--- src/rtl/cpu_pkg.sv ---
// Shared core definitions: register-file size, PC index, write-back entry type
// and the 4-to-16 one-hot decoder used for register write enables.
package cpu_pkg;

  localparam int NREG = 16;
  localparam logic [3:0] REG_PC = 4'd15;

  typedef struct packed {
    logic [3:0]  rd;
    logic [31:0] data;
  } wb_entry_t;

  function automatic logic [15:0] onehot16(input logic [3:0] rd);
    logic [15:0] v;
    v = '0;
    v[rd] = 1'b1;
    return v;
  endfunction

endpackage

--- src/rtl/wb_fifo.sv ---
// Load-result buffer for the write-back arbiter: a DEPTH-entry circular FIFO
// with per-slot occupancy, plus a registered mask of destination registers
// held in occupied slots.
import cpu_pkg::*;

module wb_fifo #(
  parameter int DEPTH = 2
) (
  input  logic            clk,
  input  logic            reset,
  input  logic            i_push,
  input  logic            i_pop,
  input  wb_entry_t       i_din,
  output wb_entry_t       o_head,
  output logic            o_full,
  output logic            o_empty,
  output logic [NREG-1:0] o_pend
);

  localparam int AW = (DEPTH > 1) ? $clog2(DEPTH) : 1;
  localparam int CW = $clog2(DEPTH + 1);

  wb_entry_t        r_mem [DEPTH];
  logic [DEPTH-1:0] r_vld;
  logic [AW-1:0]    r_wr_ptr;
  logic [AW-1:0]    r_rd_ptr;
  logic [CW-1:0]    r_count;
  logic [NREG-1:0]  r_pend;

  logic             w_push;
  logic             w_pop;
  logic [DEPTH-1:0] w_vld_nxt;
  logic [NREG-1:0]  w_pend_nxt;
  logic [3:0]       w_rd_nxt;

  assign o_full  = (r_count == CW'(DEPTH));
  assign o_empty = (r_count == '0);
  assign o_head  = r_mem[r_rd_ptr];
  assign o_pend  = r_pend;

  // A full FIFO never takes a push, even when it pops the same cycle.
  assign w_push = i_push && !o_full;
  assign w_pop  = i_pop && !o_empty;

  // Next occupancy and the destination mask it implies, so ld_pend tracks the FIFO state edge-for-edge.
  always_comb begin
    w_vld_nxt  = r_vld;
    w_pend_nxt = '0;
    w_rd_nxt   = '0;
    if (w_pop)  w_vld_nxt[r_rd_ptr] = 1'b0;
    if (w_push) w_vld_nxt[r_wr_ptr] = 1'b1;
    for (int i = 0; i < DEPTH; i++) begin
      w_rd_nxt = (w_push && (AW'(i) == r_wr_ptr)) ? i_din.rd : r_mem[i].rd;
      if (w_vld_nxt[i]) w_pend_nxt = w_pend_nxt | NREG'(onehot16(w_rd_nxt));
    end
  end

  // Storage, pointers (wrap naturally since DEPTH is a power of two) and count.
  always_ff @(posedge clk or negedge reset) begin
    if (!reset) begin
      for (int i = 0; i < DEPTH; i++) r_mem[i] <= '0;
      r_vld    <= '0;
      r_wr_ptr <= '0;
      r_rd_ptr <= '0;
      r_count  <= '0;
      r_pend   <= '0;
    end else begin
      if (w_push) begin
        r_mem[r_wr_ptr] <= i_din;
        r_wr_ptr        <= r_wr_ptr + 1'b1;
      end
      if (w_pop) r_rd_ptr <= r_rd_ptr + 1'b1;
      r_count <= r_count + CW'(w_push) - CW'(w_pop);
      r_vld   <= w_vld_nxt;
      r_pend  <= w_pend_nxt;
    end
  end

endmodule

--- src/rtl/wb_arbiter.sv ---
// Write-back arbiter: merges ALU results (never stalled) and load results
// (buffered in wb_fifo on collision) into one registered register-file write.
// Optional build macro WB_STALL_CNT_EN adds a saturating load-stall counter.
import cpu_pkg::*;

module wb_arbiter #(
  parameter int DEPTH = 2,
  parameter int NREG  = cpu_pkg::NREG
) (
  input  logic            clk,
  input  logic            reset,
  input  logic            i_alu_valid,
  input  logic [3:0]      i_alu_rd,
  input  logic [31:0]     i_alu_data,
  input  logic            i_ld_valid,
  output logic            o_ld_ready,
  input  logic [3:0]      i_ld_rd,
  input  logic [31:0]     i_ld_data,
  output logic [NREG-1:0] o_wr_sel,
  output logic [31:0]     o_wr_data,
  output logic            o_pc_write,
  output logic [NREG-1:0] o_ld_pend
`ifdef WB_STALL_CNT_EN
  ,
  output logic [31:0]     o_stall_cnt
`endif
);

  logic [NREG-1:0] r_wr_sel;
  logic [31:0]     r_wr_data;
  logic            r_pc_write;

  wb_entry_t       w_head;
  wb_entry_t       w_ld_entry;
  logic            w_full;
  logic            w_empty;
  logic            w_pop;
  logic            w_push;
  logic            w_direct;
  logic            w_issue;
  logic [3:0]      w_rd;
  logic [31:0]     w_data;
  logic [NREG-1:0] w_fifo_pend;

  assign w_ld_entry = '{rd: i_ld_rd, data: i_ld_data};
  assign o_ld_ready = !w_full;

  // Priority: ALU, then FIFO head, then a load straight through when nothing is queued.
  always_comb begin
    w_pop    = !i_alu_valid && !w_empty;
    w_direct = !i_alu_valid && w_empty && i_ld_valid;
    w_push   = i_ld_valid && o_ld_ready && !w_direct;
    w_issue  = i_alu_valid || !w_empty || i_ld_valid;
    w_rd     = i_ld_rd;
    w_data   = i_ld_data;
    if (i_alu_valid) begin
      w_rd   = i_alu_rd;
      w_data = i_alu_data;
    end else if (!w_empty) begin
      w_rd   = w_head.rd;
      w_data = w_head.data;
    end
  end

  wb_fifo #(.DEPTH(DEPTH)) u_fifo (
    .clk     (clk),
    .reset   (reset),
    .i_push  (w_push),
    .i_pop   (w_pop),
    .i_din   (w_ld_entry),
    .o_head  (w_head),
    .o_full  (w_full),
    .o_empty (w_empty),
    .o_pend  (w_fifo_pend)
  );

  // Registered write strobe; data holds when nothing is written.
  always_ff @(posedge clk or negedge reset) begin
    if (!reset) begin
      r_wr_sel   <= '0;
      r_wr_data  <= '0;
      r_pc_write <= 1'b0;
    end else begin
      r_wr_sel   <= w_issue ? NREG'(onehot16(w_rd)) : '0;
      r_pc_write <= w_issue && (w_rd == REG_PC);
      if (w_issue) r_wr_data <= w_data;
    end
  end

  assign o_wr_sel   = r_wr_sel;
  assign o_wr_data  = r_wr_data;
  assign o_pc_write = r_pc_write;
  assign o_ld_pend  = w_fifo_pend;

`ifdef WB_STALL_CNT_EN
  logic [31:0] r_stall_cnt;

  // Count cycles a load is offered but refused; sticks at all-ones.
  always_ff @(posedge clk or negedge reset) begin
    if (!reset)                                                r_stall_cnt <= '0;
    else if (i_ld_valid && !o_ld_ready && (r_stall_cnt != '1)) r_stall_cnt <= r_stall_cnt + 32'd1;
  end

  assign o_stall_cnt = r_stall_cnt;
`endif

endmodule
--- config.mk ---
export PLATFORM = sky130hd
export DESIGN_NAME = wb_arbiter
export DESIGN_NICKNAME = d
export VERILOG_FILES = /design/src/rtl/cpu_pkg.sv /design/src/rtl/wb_fifo.sv /design/src/rtl/wb_arbiter.sv
export SDC_FILE = /design/constraint.sdc
export NUM_CORES = 1
export LEC_CHECK = 0
export CAP_MARGIN = 20
export CORE_UTILIZATION = 47
export DETAILED_ROUTE_END_ITERATION = 6
export GPL_TIMING_DRIVEN = 1
export PLACE_DENSITY = 0.75
export SLEW_MARGIN = 20
export SYNTH_ARGS = -nofsm -noshare
export SYNTH_HDL_FRONTEND = slang
export SYNTH_HIERARCHICAL = 1
export SYNTH_SLANG_ARGS = --single-unit
--- constraint.sdc ---
create_clock -name clk -period 2.45 [get_ports clk]
set_clock_uncertainty 0.2 [all_clocks]
set_input_delay 0.49 -clock clk [delete_from_list [all_inputs] [get_ports clk]]
set_output_delay 0.49 -clock clk [all_outputs]
set_load 0.005 [all_outputs]
Word-level counts from Yosys, hierarchy flattened. Cells that the tools add are included.

Word-level logic and storage cells: 88. Flip-flop bits (word level): 143. Memories: 0. Bits in latches: 0. ROM bits: 0. RAM bits: 0. Input bits: 76.

Multiplexer cells: 27. Add/subtract/negate cells: 4. Divide/modulo/power cells: 0. Equal/unequal tests: 2. Reductions and logical operators: 23. Shift operators: 0. Order comparisons: 13. $mul: 0. Bitwise logic cells: 7.

Operators by type and width (number): two-way mux 36 bit (4); bitwise mux 72 bit (1); two-way mux 32 bit (2); two-way mux 16 bit (3); demux 36 bit (select 1 bit) (1); logical AND 1 bit (16); two-way mux 4 bit (4); bitwise OR 16 bit (1); less-than comparator 4 x 5 -> 1 bit, second input constant (3); demux 1 bit (select 4 bit) (3); >= comparator 4 x 1 -> 1 bit, second input constant (3); two-way mux 1 bit (5); equality test 4 bit, second input constant (1); >= comparator 2 bit, second input constant (2); zero test 1 bit (4); less-than comparator 1 x 2 -> 1 bit, second input constant (2); two-way mux 2 bit (2); NOT 1 -> 2 bit (2); adder 1 bit, second input constant (2); adder 2 x 1 -> 2 bit (1); bitwise AND 2 bit (1); demux 1 bit (select 1 bit) (2); equality test 2 bit, second input constant (1); >= comparator 1 bit, second input constant (2); other kinds (7) (8).

Longest topological paths before layout.
Depth in word-level cells: 15. Gate-level depth with buffers: 11. Mapped depth without buffers: 9.

Hierarchy. Netlist, hierarchy kept.

Modules (own cells, without submodules): wb_fifo (area an instance 4377.9 µm², sequential area each 2352.3 µm², times used 1, cells an instance 473); wb_arbiter (area an instance 2600.0 µm², sequential area each 1201.2 µm², times used 1, cells an instance 243).

Worst setup path after synthesis. Ideal clock, no wire load.

Kind: input-to-reg. Start: input port i_ld_valid. End: register u_fifo.r_pend[1], in the netlist u_fifo/o_pend[1]. Slack: -0.094 ns. Setup time: 0.126 ns. Arrival time: 2.218 ns. Cell stages on the path: 8. Data required time: 2.124 ns. Cell sequence: buf_6 -> clkbuf_1 -> inv_1 -> a211oi_1 -> nand3_1 -> buf_2 -> and3_1 -> a221o_1.

Cells in the longest elaborated chain, start to end: 13. Elaborated cells on any way between the ends: 23.

RTL lines: start, declared (line wb_arbiter.sv:15) `input logic i_ld_valid,`; logical AND 1 bit (line wb_arbiter.sv:51) `w_direct = !i_alu_valid && w_empty && i_ld_valid;`; zero test 1 bit (line wb_arbiter.sv:52) `w_push = i_ld_valid && o_ld_ready && !w_direct;`; logical AND 1 bit (*) (line wb_arbiter.sv:52); net w_push (line wb_arbiter.sv:38) `logic w_push;`; logical AND 1 bit (*) (line wb_fifo.sv:42) `assign w_push = i_push && !o_full;`; logical AND 1 bit (line wb_fifo.sv:53) `w_rd_nxt = (w_push && (AW'(i) == r_wr_ptr)) ? i_din.rd : r_mem[i].rd;`; two-way mux 4 bit (line wb_fifo.sv:53); less-than comparator 4 x 5 -> 1 bit (implied by the code) / >= comparator 4 x 1 -> 1 bit (equally long branches) (line cpu_pkg.sv:16) `v[rd] = 1'b1;`; logical AND 1 bit (implied by the code) (line cpu_pkg.sv:16); two-way mux 1 bit (implied by the code) (line cpu_pkg.sv:16); demux 1 bit (select 4 bit); two-way mux 16 bit (line wb_fifo.sv:54) `if (w_vld_nxt[i]) w_pend_nxt = w_pend_nxt | NREG'(onehot16(w_rd_nxt));`; bitwise OR 16 bit (line wb_fifo.sv:54); two-way mux 16 bit (*) (line wb_fifo.sv:54); net u_fifo.w_pend_nxt[1] (line wb_fifo.sv:33) `logic [NREG-1:0] w_pend_nxt;`; end signal, assigned (line wb_fifo.sv:75) `r_pend <= w_pend_nxt;`; end, declared (line wb_fifo.sv:28) `logic [NREG-1:0] r_pend;`.

Mark *: on every way through the listed nets, which the timed path passes. The rest lies on a longest branch. A chain may end at the register's enable or synchronous reset.

Worst setup path after layout.
Start: register u_fifo.r_count[1]. End: output port o_ld_ready.

Cells in the longest elaborated chain, start to end: 2.

RTL lines: start, declared (line wb_fifo.sv:27) `logic [CW-1:0] r_count;`; start signal, assigned (line wb_fifo.sv:73) `r_count <= r_count + CW'(w_push) - CW'(w_pop);`; equality test 2 bit (line wb_fifo.sv:36) `assign o_full = (r_count == CW'(DEPTH));`; net w_full (line wb_arbiter.sv:35) `logic w_full;`; zero test 1 bit (line wb_arbiter.sv:46) `assign o_ld_ready = !w_full;`; end, declared (line wb_arbiter.sv:16) `output logic o_ld_ready,`.

The timed path passes the listed nets, and every way through them passes these cells.

==> impl_summary.txt <==
----------------------------------------------------
[Clock tree]
  CTS H-Tree Depth ... 4
  Latest clock arrival within the worst-skew pair ... 0.42 ns
  Number of buffers between clock root and the deepest sink ... 2
  CTS tree ... done
  Total number of clock tree sinks ... between 100 and 150
  Total clock buffers created by CTS ... 17
  CTS Root Cell ... clkbuf_16
  Worst-path clk slew ... 0.06 ns

[Synthesis]
  Top_reg_cell synth ... dfrtp_1
  Synth Net Count ... 794
  Share of async-settable or async-resettable flops after synthesis ... between 90% and 100%
  Cell type with the largest total area after synthesis ... dfrtp_1
  Post-synthesis sequential element count ... 142
  Synth cell types ... 49
  Dominant cells by area after synthesis ... dfrtp_1, nand2_1, mux2_2, o22ai_2, nand3b_1
  Leading cell type by number of instances after synthesis ... nand2_1
  Cell count after synthesis ... between 700 and 800
  Number of enable flip-flop cells after synthesis ... 0
  Post-synth top area share ... 50.92%
  Ranking of synthesized cells by instance count ... nand2_1, dfrtp_1, mux2_2
  YS warnings ... 6
  Sequential share of the synthesized area ... 50.92%
  Average cell area after synthesis ... 9.746 um2
  Combined area of all synthesized cells ... 0.006978 mm2

[Routing]
  Post-DR vias/cell ... around 5.6
  Post-route DRC violation count ... 0
  Final WL ... 18320 um
  Drt pass-1 iters ... 5
  Mean routed wirelength per cell ... around 17 um
  Total number of vias ... 5905
  DR iter-0 viols ... between 400 and 500
  Post-detailed-route count of antenna-violating nets ... 0

[Layout]
  Final design area excluding fillers ... 0.009288 mm2
  Ant diodes ... 0
  Synthesis-to-layout area growth ... 33.10%
  Share of layout cells above drive strength 1 ... between 10% and 20%
  Number of nets in the final layout ... 940
  Area of the multi-input gates ... 0.003098 mm2
  FF+latch area ... approximately 0.0036 mm2
  Filler cell count ... 1132

[Global routing]
  Remaining global-route overflow ... 0
  Met2 Use GR ... between 30 and 40%
  Global-route wire length before repair ... 29030 um
  Number of global-route vias before repair ... 5798
  Total track usage ... 24.94%
  Met3 usage ... around 5.9%
  Most heavily used metal layer in global routing ... met2
  GRT met1 Usage ... 33.11%
  Number of antenna violations at the first check in global routing ... 0
  Maximum number of pins on one net before global-route repair ... 66

[Setup path]
  Setup crit end ... o_ld_ready
  Reg2reg start ... u_fifo/r_count[1]
  Startpoint-to-endpoint class of the critical path ... reg -> out
  Cell count of the worst reg-to-reg path ... 7
  Critical path startpoint ... u_fifo/r_count[1]
  R2R Path End ... u_fifo/o_pend[4]
  Worst endpoint data arrival time ... 1.71 ns
  Worst setup EP type ... primary output
  Worst-path fanout max ... 7
  Crit path launch type ... flip-flop
  Worst reg-to-reg setup slack ... 0.22 ns
  Critical path data required time ... 1.76 ns

[STA]
  Endpoints failing hold ... 0
  Relative slew slack ... 44.49%
  Worst slew pin tran ... ~0.83 ns
  Number of endpoints failing setup at the final stage ... 0
  Final period utilization ... 97.79%
  Setup TNS ... 0 ns
  RSZ-0062 raised after global routing ... false
  Final Slew Violations ... 0
  Final min period ... between 2 and 2.5 ns
  Achievable clock frequency ... 417.4 MHz
  Final-layout worst hold slack ... 0.2715 ns

[Power]
  Sequential cell fraction of total power ... 35.5%
  Total net switching power ... 3.960 mW
  Pwr dens ... between 1000 and 1500 mW/mm2
  Worst ir drop on vdd ... 0.0006350 V
  Internal power contribution ... 7.228 mW
  Part of the total power dissipated in combinational logic ... 40.9%
  Switching power as a share of total power ... 35.40%
  Fraction of power consumed by the clock network ... between 20% and 30%
  Leakage component of the power ... 4.150 nW

[Place]
  Routability-driven placement congestion ratio ... 0.8691
  Placed wire-length estimate ... 12430 um
  Quantity of I/O buffers inserted on ports ... approximately 140
  DP Area ... 0.008660 mm2

[Floorplan]
  Full die area ... ~0.015 mm2
  Horiz. Die Dim ... 123.8 um
  Die height ... 123.8 um
  Count of boundary I/O pins ... 142
  Starting density of the core ... between 40% and 50%
  Core outline area ... ~0.015 mm2
  # rows ... 44

[Min path]
  Worst min-delay path category ... reg -> reg

[Job]
  Maximum capacitance violations ... 0

[Status]
  Status ... finished, final reports clean

----------------------------------------------------
-- state kept, by name (all words and copies together) (netlist names) --
name,flops
u_fifo/r_mem,72
o_wr_data,32
u_fifo/o_pend,16
o_wr_sel,15
u_fifo/r_count,2
u_fifo/r_vld,2
o_pc_write,1
u_fifo/r_rd_ptr,1
u_fifo/r_wr_ptr,1
-- metal layers --
| metal | wire length (um) | up-vias |
|---|---|---|
| li1 | - | 2773 |
| met4 | 340 | 0 |
| met5 | 0 | - |
| met2 | 8743 | 215 |
| met1 | 8207 | 2889 |
| met3 | 1030 | 28 |
-- layout make-up --
type                    instances  area share (%)
flip-flops and latches        142           38.29
multi-input cells             512           33.36
repair buffers                178           18.85
clock buffers                  21           5.065
well taps                     184           2.479
clock inverters                11           1.495
inverters                      11          0.4715
-- cells in the final DEF, fill, tap and decap left out, drive strengths merged, types with 2 or more instances in the layout --
cell type,synthesis,final
clkdlybuf4s50,0,140
clkinvlp,0,2
nor4,20,20
o221ai,8,8
mux2i,3,3
a21oi,32,32
nor2b,7,7
nand3,9,9
or3b,2,2
nand3b,34,34
ha,2,2
clkbuf,12,21
nand4,6,6
o21a,3,3
dfrtp,142,142
a221o,5,5
bufinv,0,3
clkinv,0,6
nand2,231,231
o21ai,36,36
a21boi,2,2
inv,11,11
nand4b,3,3
xnor2,3,3
buf,39,37
and3,5,5
mux2,36,36
o211ai,2,2
nor3,3,3
nor2,8,8
nand2b,8,8
o22ai,33,33
-- what timing repair did --
item	4_1_cts	5_1_grt
hold buffers	1	0
endpoints found under the setup margin	0	31
gates resized for setup	0	3
endpoints found under the hold margin	48	0
buffers inserted	0	0
-- power by group through the flow --
stage,logic (mW),clock network [mW],registers (mW)
floorplan,2.85,0,3.81
global placement,4.40,0,3.93
detailed placement,4.51,0,4.00
CTS,4.55,2.67,3.97
global route,5.04,2.79,4.09
finish,4.57,2.64,3.98
-- cell families after synthesis --
group           after synthesis  synth area share, %
mux                          39                6.240
flops                       142                50.92
xor+xnor                      3               0.3766
simple gates                343                23.22
buf+inv                      62                4.931
fa+ha+maj                     2               0.3586
compound gates              125                13.95
-- critical path, stage by stage, from the launching register on --
cell             delay, ns
dfrtp_1               0.47
nand2b_4              0.16
inv_4                 0.08
inv_1                 0.07
clkdlybuf4s50_1       0.50
-- stage by stage --
step	instances	total power [mW]	worst slack, ns	utilization (%)
final	1059	11.19	0.05422	63.90
after global routing	1059	11.93	0.004585	63.90
after CTS	1059	11.19	0.01173	63.84
after detailed placement	1026	8.507	-0.2301	59.58
after global placement	1026	8.327	-0.1498	59.58
after floorplan	716	6.662	0.1023	-
-- worst min path at each step --
stage / start / end / slack (ns) / depth (start not counted)
2_1_floorplan: reset / o_pc_write / -0.006 / 0
3_3_place_gp: u_fifo/r_mem[1] / u_fifo/r_mem[1] / 0.25 / 2
3_5_place_dp: u_fifo/r_mem[20] / u_fifo/r_mem[20] / 0.26 / 2
4_1_cts: u_fifo/r_mem[20] / u_fifo/r_mem[20] / 0.27 / 2
5_1_grt: u_fifo/r_mem[49] / u_fifo/r_mem[49] / 0.29 / 2
6_report: u_fifo/r_mem[25] / u_fifo/r_mem[25] / 0.27 / 2
(Power assumes the default switching activity.)
